===== src/rtl/mastermind_pkg.sv =====
// Purpose: shared Mastermind types and constants (peg colour type, guess geometry, entry FSM states).
// Latency: n/a (declarations only).
// Backpressure: n/a.
package mastermind_pkg;

    localparam int NUM_PEGS   = 4;   // fixed by the 2-bit position counter
    localparam int COLOR_W    = 3;
    localparam int NUM_COLORS = 6;   // legal colours are 0..NUM_COLORS-1

    typedef logic [COLOR_W-1:0] color_t;

    typedef enum logic [1:0] {
        FLUSH = 2'd0,
        ENTRY = 2'd1,
        FULL  = 2'd2,
        OFFER = 2'd3
    } entry_state_e;

    function automatic logic color_legal(input color_t c);
        return (int'(c) < NUM_COLORS);
    endfunction

endpackage


===== src/rtl/button_pulse.sv =====
// Purpose: turns a raw asynchronous active-high button into one single-cycle pulse per press.
// Latency: press sampled at edge n gives pulse high during cycle n+2 (registered output).
// Backpressure: none; one pulse per rising edge of the synchronized button.
//
// Ports: clk, Reset (async active-low), btn (raw button), pulse (registered one-cycle pulse).
module button_pulse (
    input  logic clk,
    input  logic Reset,
    input  logic btn,
    output logic pulse
);

    logic sync1;
    logic sync2;
    logic prev;

    always_ff @(posedge clk or negedge Reset) begin
        if (!Reset) begin
            sync1 <= 1'b0;
            sync2 <= 1'b0;
            prev  <= 1'b0;
            pulse <= 1'b0;
        end else begin
            sync1 <= btn;
            sync2 <= sync1;
            prev  <= sync2;
            pulse <= sync2 & ~prev;
        end
    end

endmodule


===== src/rtl/guess_entry.sv =====
// Purpose: collects one 4-peg Mastermind guess from buttons/switches and offers it to the scorer.
// Latency: button press at edge n -> slot write and incr visible after edge n+3; guess_valid the cycle after submit.
// Backpressure: guess held stable in OFFER until guess_valid && guess_ready; buttons ignored meanwhile.
//
// Ports: clk, Reset (async active-low); place/submit/clear_btn raw buttons; color_sw switch colour;
//        pos from position counter; incr/cnt_reset drive that counter; guess/filled slot contents;
//        guess_valid/guess_ready handshake to scorer; bad_color pulse on rejected place.
module guess_entry
    import mastermind_pkg::*;
(
    input  logic                          clk,
    input  logic                          Reset,
    input  logic                          place_btn,
    input  logic                          submit_btn,
    input  logic                          clear_btn,
    input  logic [COLOR_W-1:0]            color_sw,
    input  logic [1:0]                    pos,
    output logic                          incr,
    output logic                          cnt_reset,
    output logic [NUM_PEGS*COLOR_W-1:0]   guess,
    output logic [NUM_PEGS-1:0]           filled,
    output logic                          guess_valid,
    input  logic                          guess_ready,
    output logic                          bad_color
);

    logic place_p;
    logic submit_p;
    logic clear_p;

    button_pulse u_place  (.clk(clk), .Reset(Reset), .btn(place_btn),  .pulse(place_p));
    button_pulse u_submit (.clk(clk), .Reset(Reset), .btn(submit_btn), .pulse(submit_p));
    button_pulse u_clear  (.clk(clk), .Reset(Reset), .btn(clear_btn),  .pulse(clear_p));

    entry_state_e        state_q, state_nxt;
    color_t              slot_q   [NUM_PEGS];
    color_t              slot_nxt [NUM_PEGS];
    logic [NUM_PEGS-1:0] filled_nxt;
    logic                incr_nxt;
    logic                bad_nxt;

    always_ff @(posedge clk or negedge Reset) begin
        if (!Reset) begin
            state_q   <= FLUSH;
            slot_q    <= '{default: '0};
            filled    <= '0;
            incr      <= 1'b0;
            bad_color <= 1'b0;
        end else begin
            state_q   <= state_nxt;
            slot_q    <= slot_nxt;
            filled    <= filled_nxt;
            incr      <= incr_nxt;
            bad_color <= bad_nxt;
        end
    end

    always_comb begin
        state_nxt  = state_q;
        slot_nxt   = slot_q;
        filled_nxt = filled;
        incr_nxt   = 1'b0;
        bad_nxt    = 1'b0;
        case (state_q)
            FLUSH: state_nxt = ENTRY;
            ENTRY: begin
                if (clear_p) begin
                    state_nxt = FLUSH;
                end else if (place_p) begin
                    if (color_legal(color_sw)) begin
                        slot_nxt[pos]   = color_sw;
                        filled_nxt[pos] = 1'b1;
                        incr_nxt        = 1'b1;
                    end else begin
                        bad_nxt = 1'b1;
                    end
                    if (&filled_nxt) state_nxt = FULL;
                end
            end
            FULL: begin
                if (clear_p)       state_nxt = FLUSH;
                else if (submit_p) state_nxt = OFFER;
            end
            OFFER: begin
                if (guess_ready) state_nxt = FLUSH;
            end
            default: state_nxt = FLUSH;
        endcase
        // Slots are zeroed on the way into FLUSH so they read 0 for the whole FLUSH cycle,
        // in step with cnt_reset clearing the counter.
        if (state_nxt == FLUSH || state_q == FLUSH) begin
            slot_nxt   = '{default: '0};
            filled_nxt = '0;
        end
    end

    for (genvar i = 0; i < NUM_PEGS; i++) begin : g_guess
        assign guess[i*COLOR_W +: COLOR_W] = slot_q[i];
    end

    assign cnt_reset   = (state_q == FLUSH);
    assign guess_valid = (state_q == OFFER);

endmodule


===== config.mk =====
export PLATFORM = sky130hd
export DESIGN_NAME = guess_entry
export DESIGN_NICKNAME = d
export VERILOG_FILES = /design/src/rtl/mastermind_pkg.sv /design/src/rtl/button_pulse.sv /design/src/rtl/guess_entry.sv
export SDC_FILE = /design/constraint.sdc
export NUM_CORES = 1
export LEC_CHECK = 0
export CAP_MARGIN = 20
export CORE_MARGIN = 5
export CORE_UTILIZATION = 45
export DETAILED_ROUTE_END_ITERATION = 6
export GPL_TIMING_DRIVEN = 0
export PLACE_DENSITY = 0.74
export SLEW_MARGIN = 20
export SYNTH_ARGS = -nofsm -noshare
export SYNTH_HDL_FRONTEND = slang
export SYNTH_SLANG_ARGS = --single-unit
export TNS_END_PERCENT = 50

===== constraint.sdc =====
create_clock -name clk -period 1.8 [get_ports clk]
set_input_delay 0.36 -clock clk [delete_from_list [all_inputs] [get_ports clk]]
set_output_delay 0.36 -clock clk [all_outputs]
set_load 0.02 [all_outputs]

[After elaboration in Yosys (flattened, before gate mapping)]
Cells that the tools add are included.
W data, S select, Z words.
Storage, ports and cells
  word-level logic and storage cells: 81
  register bits: 32
  input port bits: 11
Cells by class
  reductions and logical operators: 11
  equality and inequality tests: 4
  magnitude comparators: 5
  bitwise gates (word level): 8
  muxes and demuxes: 33
Operator list (count)
  $mux W12: 5
  $mux W4: 8
  $bwmux W12: 1
  $mux W2: 6
  $mux W1: 9
  $pmux W2 S4: 1
  $reduce_and A4 Y1: 2
  $demux W3 S2: 1
  $reduce_bool A2 Y1: 3
  $eq A2 B2 Y1 const B: 2
  $logic_not A2 Y1: 2
  $or A4 B4 Y4: 1
  $and A1 B1 Y1: 3
  $ge A3 B3 Y1 const B: 1
  $lt A2 B3 Y1 const B: 1
  $lt A3 B1 Y1 const B: 1
  $lt A3 B3 Y1 const B: 1
  $mux W3: 1
  $not A1 Y1: 3
  $not A2 Y3: 1
  $reduce_and A3 Y1: 1
  $demux W1 S2: 1
  $eq A2 B1 Y1 const B: 1
  $ge A2 B1 Y1 const B: 1
  3 further kinds: 4

[Logic depth before layout (Yosys ltp)]
Gate-level depths: netlist (run 1).
  depth in word-level cells: 18
  gate-level depth with buffers: 6
  depth with buffers taken out: 5

[By module]
From an unflattened synthesis (run 1), not the netlist that was laid out.
Unflattened totals
  cells, all modules: 97
  area total of the unflattened synthesis: 1260.0 um^2
Modules (own cells, without submodules)
  guess_entry: instances 1, area each 918.4 um^2, cells an instance 82, sequential area each 500.5 um^2
  button_pulse: instances 3, area each 113.9 um^2, cells an instance 5, sequential area each 100.1 um^2

[Worst setup path before layout (run 1)]
No wires, ideal clock.
  path kind: reg-to-reg
  from: reg state_q[1]
  to: reg slot_q (netlist bit guess[6])
  arrival time: 1.281 ns
  cell stages (with the launch flop): 6
  data required time: 1.679 ns
  slack: 0.398 ns
  period minus slack after synthesis: 1.402 ns
  path buffers: 0
  cell sequence: dfrtp_1 > nor3b_4 > and3_1 > nand3b_1 > mux2i_1 > nor2_1
Between the ends
  cells in the longest elaborated chain, start to end: 8
  elaborated cells on any way between the ends: 19
  classes of those cells: eq/ne (4); mux (8); reduce/logical (7)
Ends and longest elaborated chain
  start: declaration: RTL line guess_entry.sv:35  | entry_state_e state_q, state_nxt;
  start signal: assignment: RTL line guess_entry.sv:50  | state_q <= state_nxt;
  $mux W2: RTL line guess_entry.sv:77  | if (&filled_nxt) state_nxt = FULL;
  $mux W2: RTL line guess_entry.sv:69  | end else if (place_p) begin
  $mux W2: RTL line guess_entry.sv:67  | if (clear_p) begin
  $pmux W2 S4: RTL line guess_entry.sv:64  | case (state_q)
  $logic_not A2 Y1: RTL line guess_entry.sv:91  | if (state_nxt == FLUSH || state_q == FLUSH) begin
  $logic_or A1 B1 Y1: RTL line guess_entry.sv:91
  $ne A2 B2 Y1 (no source line) or $reduce_bool A2 Y1 (tied branches)
  $reduce_and A4 Y1 (no source line)
  end signal: assignment: RTL line guess_entry.sv:51  | slot_q <= slot_nxt;
  end: declaration: RTL line guess_entry.sv:36  | color_t slot_q [NUM_PEGS];
Parallel ways exist; a longest one is shown, timed or not.
A chain may end at the register's enable or synchronous reset.

[Worst setup path in the final report (run 1)]
  from: reg filled[0]
  to: out filled[0]
RTL lines
  start: declaration: RTL line guess_entry.sv:21  | output logic [NUM_PEGS-1:0] filled,
  start signal: assignment: RTL line guess_entry.sv:52  | filled <= filled_nxt;
No word-level cell between the ends.

==> results of run 1 <==
==> sequential cells by signal, summed over array words and instances, names as in the netlist <==
register	count
u_place.prev	1
u_clear.pulse	1
u_place.sync2	1
u_submit.sync2	1
incr	1
u_clear.sync2	1
filled	4
u_clear.sync1	1
bad_color	1
u_place.sync1	1
u_submit.prev	1
u_clear.prev	1
guess	12
u_submit.pulse	1
u_submit.sync1	1
u_place.pulse	1
state_q	2
==> repair_timing <==
item,CTS,global route
setup buffers,0,0
resized for setup,3,0
setup endpoints to repair,2,0
==> stage by stage <==
step                power (uW)  TNS, ns  util (%)  cells
floorplan                970.1        0         -    103
global placement          1096   -5.441     61.31    163
detailed placement        1103   -2.160     61.11    163
CTS                       1695        0     64.83    171
global route              1764        0     64.83    171
finish                    1685        0     64.83    171
==> area by class of cell <==
type,instances,area share [%]
buffer,2,0.7651
sequential,32,49.04
clock buffer,7,3.979
inverter,4,0.9181
tap,30,2.295
clock inverter,1,1.836
multi-input combinational,65,23.26
timing repair buffer,30,17.90
==> routing by layer <==
layer  up-vias  track usage [%]  part of all wire, %
met5         -                0                    0
met2        20            22.27                   46
met3         6            4.752                  6.4
li1        425                -                    -
met4         0            9.091                  2.5
met1       434            17.85                   46
==> path summary, 6_finish.rpt <==
check                                         startpoint                       end  slack (ns)  depth (start not counted)
worst max-delay path               filled[0]$_DFFE_PN0P_                 filled[0]        0.07                          1
worst min-delay path                               Reset      guess[8]$_DFFE_PN0P_        0.05                          1
worst max register to register      state_q[1]$_DFF_PN0_     guess[10]$_DFFE_PN0P_        0.19                          5
worst min register to register  u_submit.sync1$_DFF_PN0_  u_submit.sync2$_DFF_PN0_        0.35                          0
max in group asynchronous                          Reset      state_q[1]$_DFF_PN0_        1.27                          1
min in group clk                u_submit.sync1$_DFF_PN0_  u_submit.sync2$_DFF_PN0_        0.35                          0
==> cell usage after synthesis, drive strengths merged <==
| master | n | area [um2] |
|---|---|---|
| a211o | 1 | 8.760 |
| nand3b | 1 | 7.510 |
| o2bb2ai | 1 | 8.760 |
| a22o | 1 | 8.760 |
| and3 | 1 | 6.260 |
| and2b | 1 | 7.510 |
| mux2i | 7 | 70.07 |
| a32o | 1 | 10.01 |
| nor2b | 4 | 25.02 |
| dfrtp | 32 | 800.8 |
| nor2 | 10 | 37.54 |
| o21ai | 1 | 5.000 |
| buf | 2 | 12.51 |
| nand3 | 8 | 40.04 |
| nand2 | 12 | 45.04 |
| a21oi | 12 | 60.06 |
| a31o | 1 | 8.760 |
| nand2b | 1 | 6.260 |
| nor3b | 1 | 18.77 |
| and2 | 1 | 6.260 |
| inv | 4 | 15.01 |
==> cell families (layout without fill, tap and decap cells) <==
kind of cell,after synthesis,count (layout)
mux,7,7
compound gates,18,18
buf+inv,6,44
simple gates,40,40
flops,32,32
==> cells in the final DEF (no fill, tap or decap), types with 4 or more instances in the layout <==
| cell | instances |
|---|---|
| nor2_1 | 10 |
| nand3_1 | 8 |
| clkbuf_4 | 5 |
| nor2b_1 | 4 |
| clkdlybuf4s50_1 | 27 |
| nand2_1 | 12 |
| mux2i_1 | 7 |
| inv_1 | 4 |
| a21oi_1 | 12 |
| dfrtp_1 | 31 |
==> power breakdown <==
part           total [uW]  internal [uW]  switching, uW
Sequential            793            760           33.0
Clock                 606            369            237
Combinational         287            124            163
==> results.sh, run 1 <==
export IMPL_status="completed"
export IMPL_clk_latency_ns=0.34
export IMPL_crit_chain="clkdlybuf4s50_1"
export IMPL_drc=0
export IMPL_synth_cell_types=22
export IMPL_hpwl_mm=1.699
export IMPL_layout_drive_gt1_share_pct=9.929
export IMPL_syn_cell_area_um2=1209
export IMPL_fillers=203
export IMPL_antenna_found_initial=0
export IMPL_slew_violations=0
export IMPL_cp_start_kind="register"
export IMPL_yosys_warnings=0
export IMPL_endpoint_kind="primary output"
export IMPL_dieWidth_um=61.83
export IMPL_ir_worst_vdd_uv=777.0
export IMPL_initial_core_util_pct=47.92
export IMPL_htree_num_levels=2
export IMPL_multi_input_area_um2=380.4
export IMPL_synth_xor_area_share_pct=0
export IMPL_num_rows=18
export IMPL_p_per_area_nw_per_um2=1031
export IMPL_cts_buffer_depth=2
export IMPL_drt_pass1_iter_count=4
export IMPL_cpMaxStageDelayCell="clkdlybuf4s50_1"
export IMPL_ios=31
export IMPL_dieArea_um2=3822
export IMPL_synthMuxAreaShare_pct=5.797
export IMPL_grt_start_max_net_pins=33
export IMPL_root_buffer="clkbuf_4"
export IMPL_grt_pass1_wl_mm=3.884
export IMPL_min_period_ns=1.735
export IMPL_skew_ns=0.01033
export IMPL_place_ws_ns=-0.1580
export IMPL_postPlaceCellArea_um2=1541
export IMPL_syn_nets=114
export IMPL_fp_coreArea_um2=2522
export IMPL_ff_latch_area_um2=802.0
export IMPL_tightest_slew_ns=0.6863
export IMPL_holdBufCountCts=0
export IMPL_critical_path_buf_inv_count=1
export IMPL_max_slew_margin_pct=54.25
export IMPL_rsz0062_at_grt="no"
export IMPL_drt_initial_drc_count=36
export IMPL_vias=885
export IMPL_syn2layout_area_growth_pct=35.30
export IMPL_netlist_instances=103
export IMPL_path_max_fanout=3
export IMPL_port_buffers=30
export IMPL_fin_hold_ws_ns=0.04773
export IMPL_cap_violations=0
export IMPL_synth_compound_area_share_pct=9.110
export IMPL_cts_buffers_inserted=5
export IMPL_max_stage_delay_ns=0.62
export IMPL_place_congestion=0.8600
export IMPL_hold_viol=0
export IMPL_seq_area_frac_synth_pct=66.25
export IMPL_die_h_um=61.83
export IMPL_syn_area_per_cell_um2=11.73
export IMPL_synth_fa_ha_area_share_pct=0
export IMPL_routed_wl_mm=2.347
export IMPL_cp_arrival_ns=1.37
export IMPL_diodes=0
export IMPL_crit_family="buffers and inverters"
export IMPL_hold_path_class="input port to async pin"
export IMPL_synth_top_family_by_area="simple AND/OR/NAND/NOR gates"
export IMPL_grt_use_total_pct=14.58
export IMPL_fin_crit_sh_pct=96.37
export IMPL_max_freq_ghz=0.5765
export IMPL_p_leak_uw=0.0007587
export IMPL_critPathKind="register to primary output"
export IMPL_grt_pass1_vias=852
export IMPL_final_area_um2=1635
export IMPL_clkTransAtPathRegs_ns=0.10
export IMPL_synth_simple_area_share_pct=16.56
export IMPL_setup_violations=0
export IMPL_wl_per_cell_um=13.73
export IMPL_viasPerCell=5.175
export IMPL_cts_tree="built"
export IMPL_fin_ws_ns=0.06543
export IMPL_drtAntennaViolNets=0
export IMPL_cts_sinks=32
export IMPL_ys_seq_elements=32
export IMPL_required_ns=1.44
export IMPL_overflow=0
export IMPL_nets=151
(Power assumes the default switching activity.)
==> run 2, diff against run 1 <==
--- a/config.mk
+++ b/config.mk
@@ -11,6 +11,8 @@
 export DETAILED_ROUTE_END_ITERATION = 6
 export GPL_TIMING_DRIVEN = 0
 export PLACE_DENSITY = 0.74
+export REMOVE_ABC_BUFFERS = 1
+export SETUP_SLACK_MARGIN = 0.3
 export SLEW_MARGIN = 20
 export SYNTH_ARGS = -nofsm -noshare
 export SYNTH_HDL_FRONTEND = slang
==> results.sh, run 2 (synthesized netlist as in run 1, its figures left out) <==
export IMPL_hold_viol=0
export IMPL_port_buffers=30
export IMPL_max_freq_ghz=0.5986
export IMPL_fp_coreArea_um2=2522
export IMPL_hpwl_mm=1.683
export IMPL_p_per_area_nw_per_um2=952.6
export IMPL_grt_use_total_pct=15.30
export IMPL_skew_ns=0.009325
export IMPL_drt_initial_drc_count=22
export IMPL_overflow=0
export IMPL_place_congestion=0.8281
export IMPL_reg2reg_from="state_q[1]$_DFF_PN0_"
export IMPL_reg2reg_to="guess[7]$_DFFE_PN0P_"
export IMPL_diodes=0
export IMPL_critPathKind="input port to register"
export IMPL_path_max_fanout=6
export IMPL_setup_violations=0
export IMPL_postLayoutCoreUtil_pct=69.74
export IMPL_ios=31
export IMPL_largest_reg_flops=12
export IMPL_layout_drive_gt1_share_pct=17.57
export IMPL_cts_buffer_depth=2
export IMPL_grt_pass1_vias=882
export IMPL_cts_buffers_inserted=5
export IMPL_nets=158
export IMPL_slew_violations=0
export IMPL_drt_pass1_iter_count=4
export IMPL_antenna_found_initial=0
export IMPL_dieWidth_um=61.83
export IMPL_grt_pass1_wl_mm=4.084
export IMPL_final_cell_mix="31 x dfrtp_1, 16 x dlymetal6s2s_1, 11 x nand2_1, 11 x a21oi_1, 10 x nor2_1"
export IMPL_routed_wl_mm=2.534
export IMPL_final_area_um2=1759
export IMPL_r2r_cells=6
export IMPL_rsz0062_at_grt="yes"
export IMPL_max_slew_margin_pct=54.65
export IMPL_syn2layout_area_growth_pct=45.55
export IMPL_dieArea_um2=3822
export IMPL_cp_start_kind="input port"
export IMPL_drc=0
export IMPL_fin_crit_sh_pct=92.81
export IMPL_root_buffer="clkbuf_4"
export IMPL_p_leak_uw=0.001093
export IMPL_die_h_um=61.83
export IMPL_initial_core_util_pct=47.92
export IMPL_postPlaceCellArea_um2=1529
export IMPL_min_period_ns=1.671
export IMPL_wl_per_cell_um=14.24
export IMPL_rrSetupSlack_ns=0.21
export IMPL_final_common_cell="dfrtp_1"
export IMPL_status="completed"
export IMPL_tightest_slew_ns=0.6803
export IMPL_cts_tree="built"
export IMPL_clkTransAtPathRegs_ns=0.10
export IMPL_ir_worst_vdd_uv=807.7
export IMPL_grt_start_max_net_pins=33
export IMPL_cap_violations=0
export IMPL_clk_latency_ns=0.33
export IMPL_htree_num_levels=2
export IMPL_required_ns=2.02
export IMPL_viasPerCell=5.129
export IMPL_endpoint_kind="register"
export IMPL_p_total_uw=1676
export IMPL_hold_path_class="input port to async pin"
export IMPL_vias=913
export IMPL_cp_arrival_ns=1.89
export IMPL_num_rows=18
export IMPL_cts_sinks=32
export IMPL_drtAntennaViolNets=0
## run 2: cell count changes in the layout (fill, tap and decap cells not counted), sizes merged, moves of 2 or more
cell / before / now
buf: 3 / 10
clkdlybuf4s50: 27 / 8
dlygate4sd2: 2 / 4
dlymetal6s2s: 0 / 16
## run 2: critical path: stages
cell	delay, ns
clkdlybuf4s50_1	0.55
and2b_2	0.34
o2bb2ai_1	0.12
a22o_1	0.14
nand3_1	0.09
a211o_1	0.29
## run 2: metal layers
metal,vias to the layer above,wire length [um],global-route usage (%)
li1,441,-,-
met1,439,1060,17.90
met2,27,1253,23.92
met3,6,159,5.992
met4,0,59,8.788
met5,-,0,0
## run 2: power breakdown
group	internal (uW)	switching, uW	total, uW
sequential	760	26.0	786
clock	291	231	522
combinational	175	192	368
total	1230	449	1680
## run 2: through the flow
stage	setup WS [ns]	setup TNS, ns	instances	hold slack, ns
final	0.1294	0	178	0.06355
after global routing	0.09239	0	178	0.1010
after CTS	0.07023	0	176	0.06747
after detailed placement	-0.4328	-5.948	161	0.3372
after global placement	-0.3844	-9.834	161	0.3329
after floorplan	0.1689	0	101	0.06441
## run 2: repair_timing
item / 4_1_cts / 5_1_grt
hold buffers: 0 / 0
pin swaps: 2 / 1
endpoints found under the setup margin: 38 / 38
buffers inserted: 7 / 2
endpoints found under the hold margin: 0 / 0
gates cloned: 0 / 0
gates resized for setup: 16 / 17
## run 2: how the worst max path moves through the flow
| stage | start | to | depth (start not counted) | slack [ns] |
|---|---|---|---|---|
| CTS | filled[2]$_DFFE_PN0P_ | filled[2] | 1 | 0.07 |
| floorplan | state_q[1]$_DFF_PN0_ | guess[10]$_DFFE_PN0P_ | 5 | 0.17 |
| finish | pos[1] | state_q[0]$_DFF_PN0_ | 6 | 0.13 |
| global placement | color_sw[1] | guess[11]$_DFFE_PN0P_ | 6 | -0.38 |
| global route | pos[0] | state_q[0]$_DFF_PN0_ | 5 | 0.09 |
| detailed placement | color_sw[2] | guess[11]$_DFFE_PN0P_ | 6 | -0.43 |
## run 2: final cells by class
type	instances	area [um2]
Sequential cell	32	802.0
Timing Repair Buffer	39	415.4
Clock inverter	2	35.03
Tap cell	30	37.54
Inverter	4	15.01
Multi-Input combinational cell	65	412.9
Clock buffer	6	41.29
Fill cell	193	763.2
==> run 3, diff against run 2 <==
--- a/config.mk
+++ b/config.mk
@@ -13,6 +13,7 @@
 export PLACE_DENSITY = 0.74
 export REMOVE_ABC_BUFFERS = 1
 export SETUP_SLACK_MARGIN = 0.3
+export SKIP_LAST_GASP = 1
 export SLEW_MARGIN = 20
 export SYNTH_ARGS = -nofsm -noshare
 export SYNTH_HDL_FRONTEND = slang
==> results of run 3 <==
The final DEF is identical to that of run 2; final timing and power are the same.
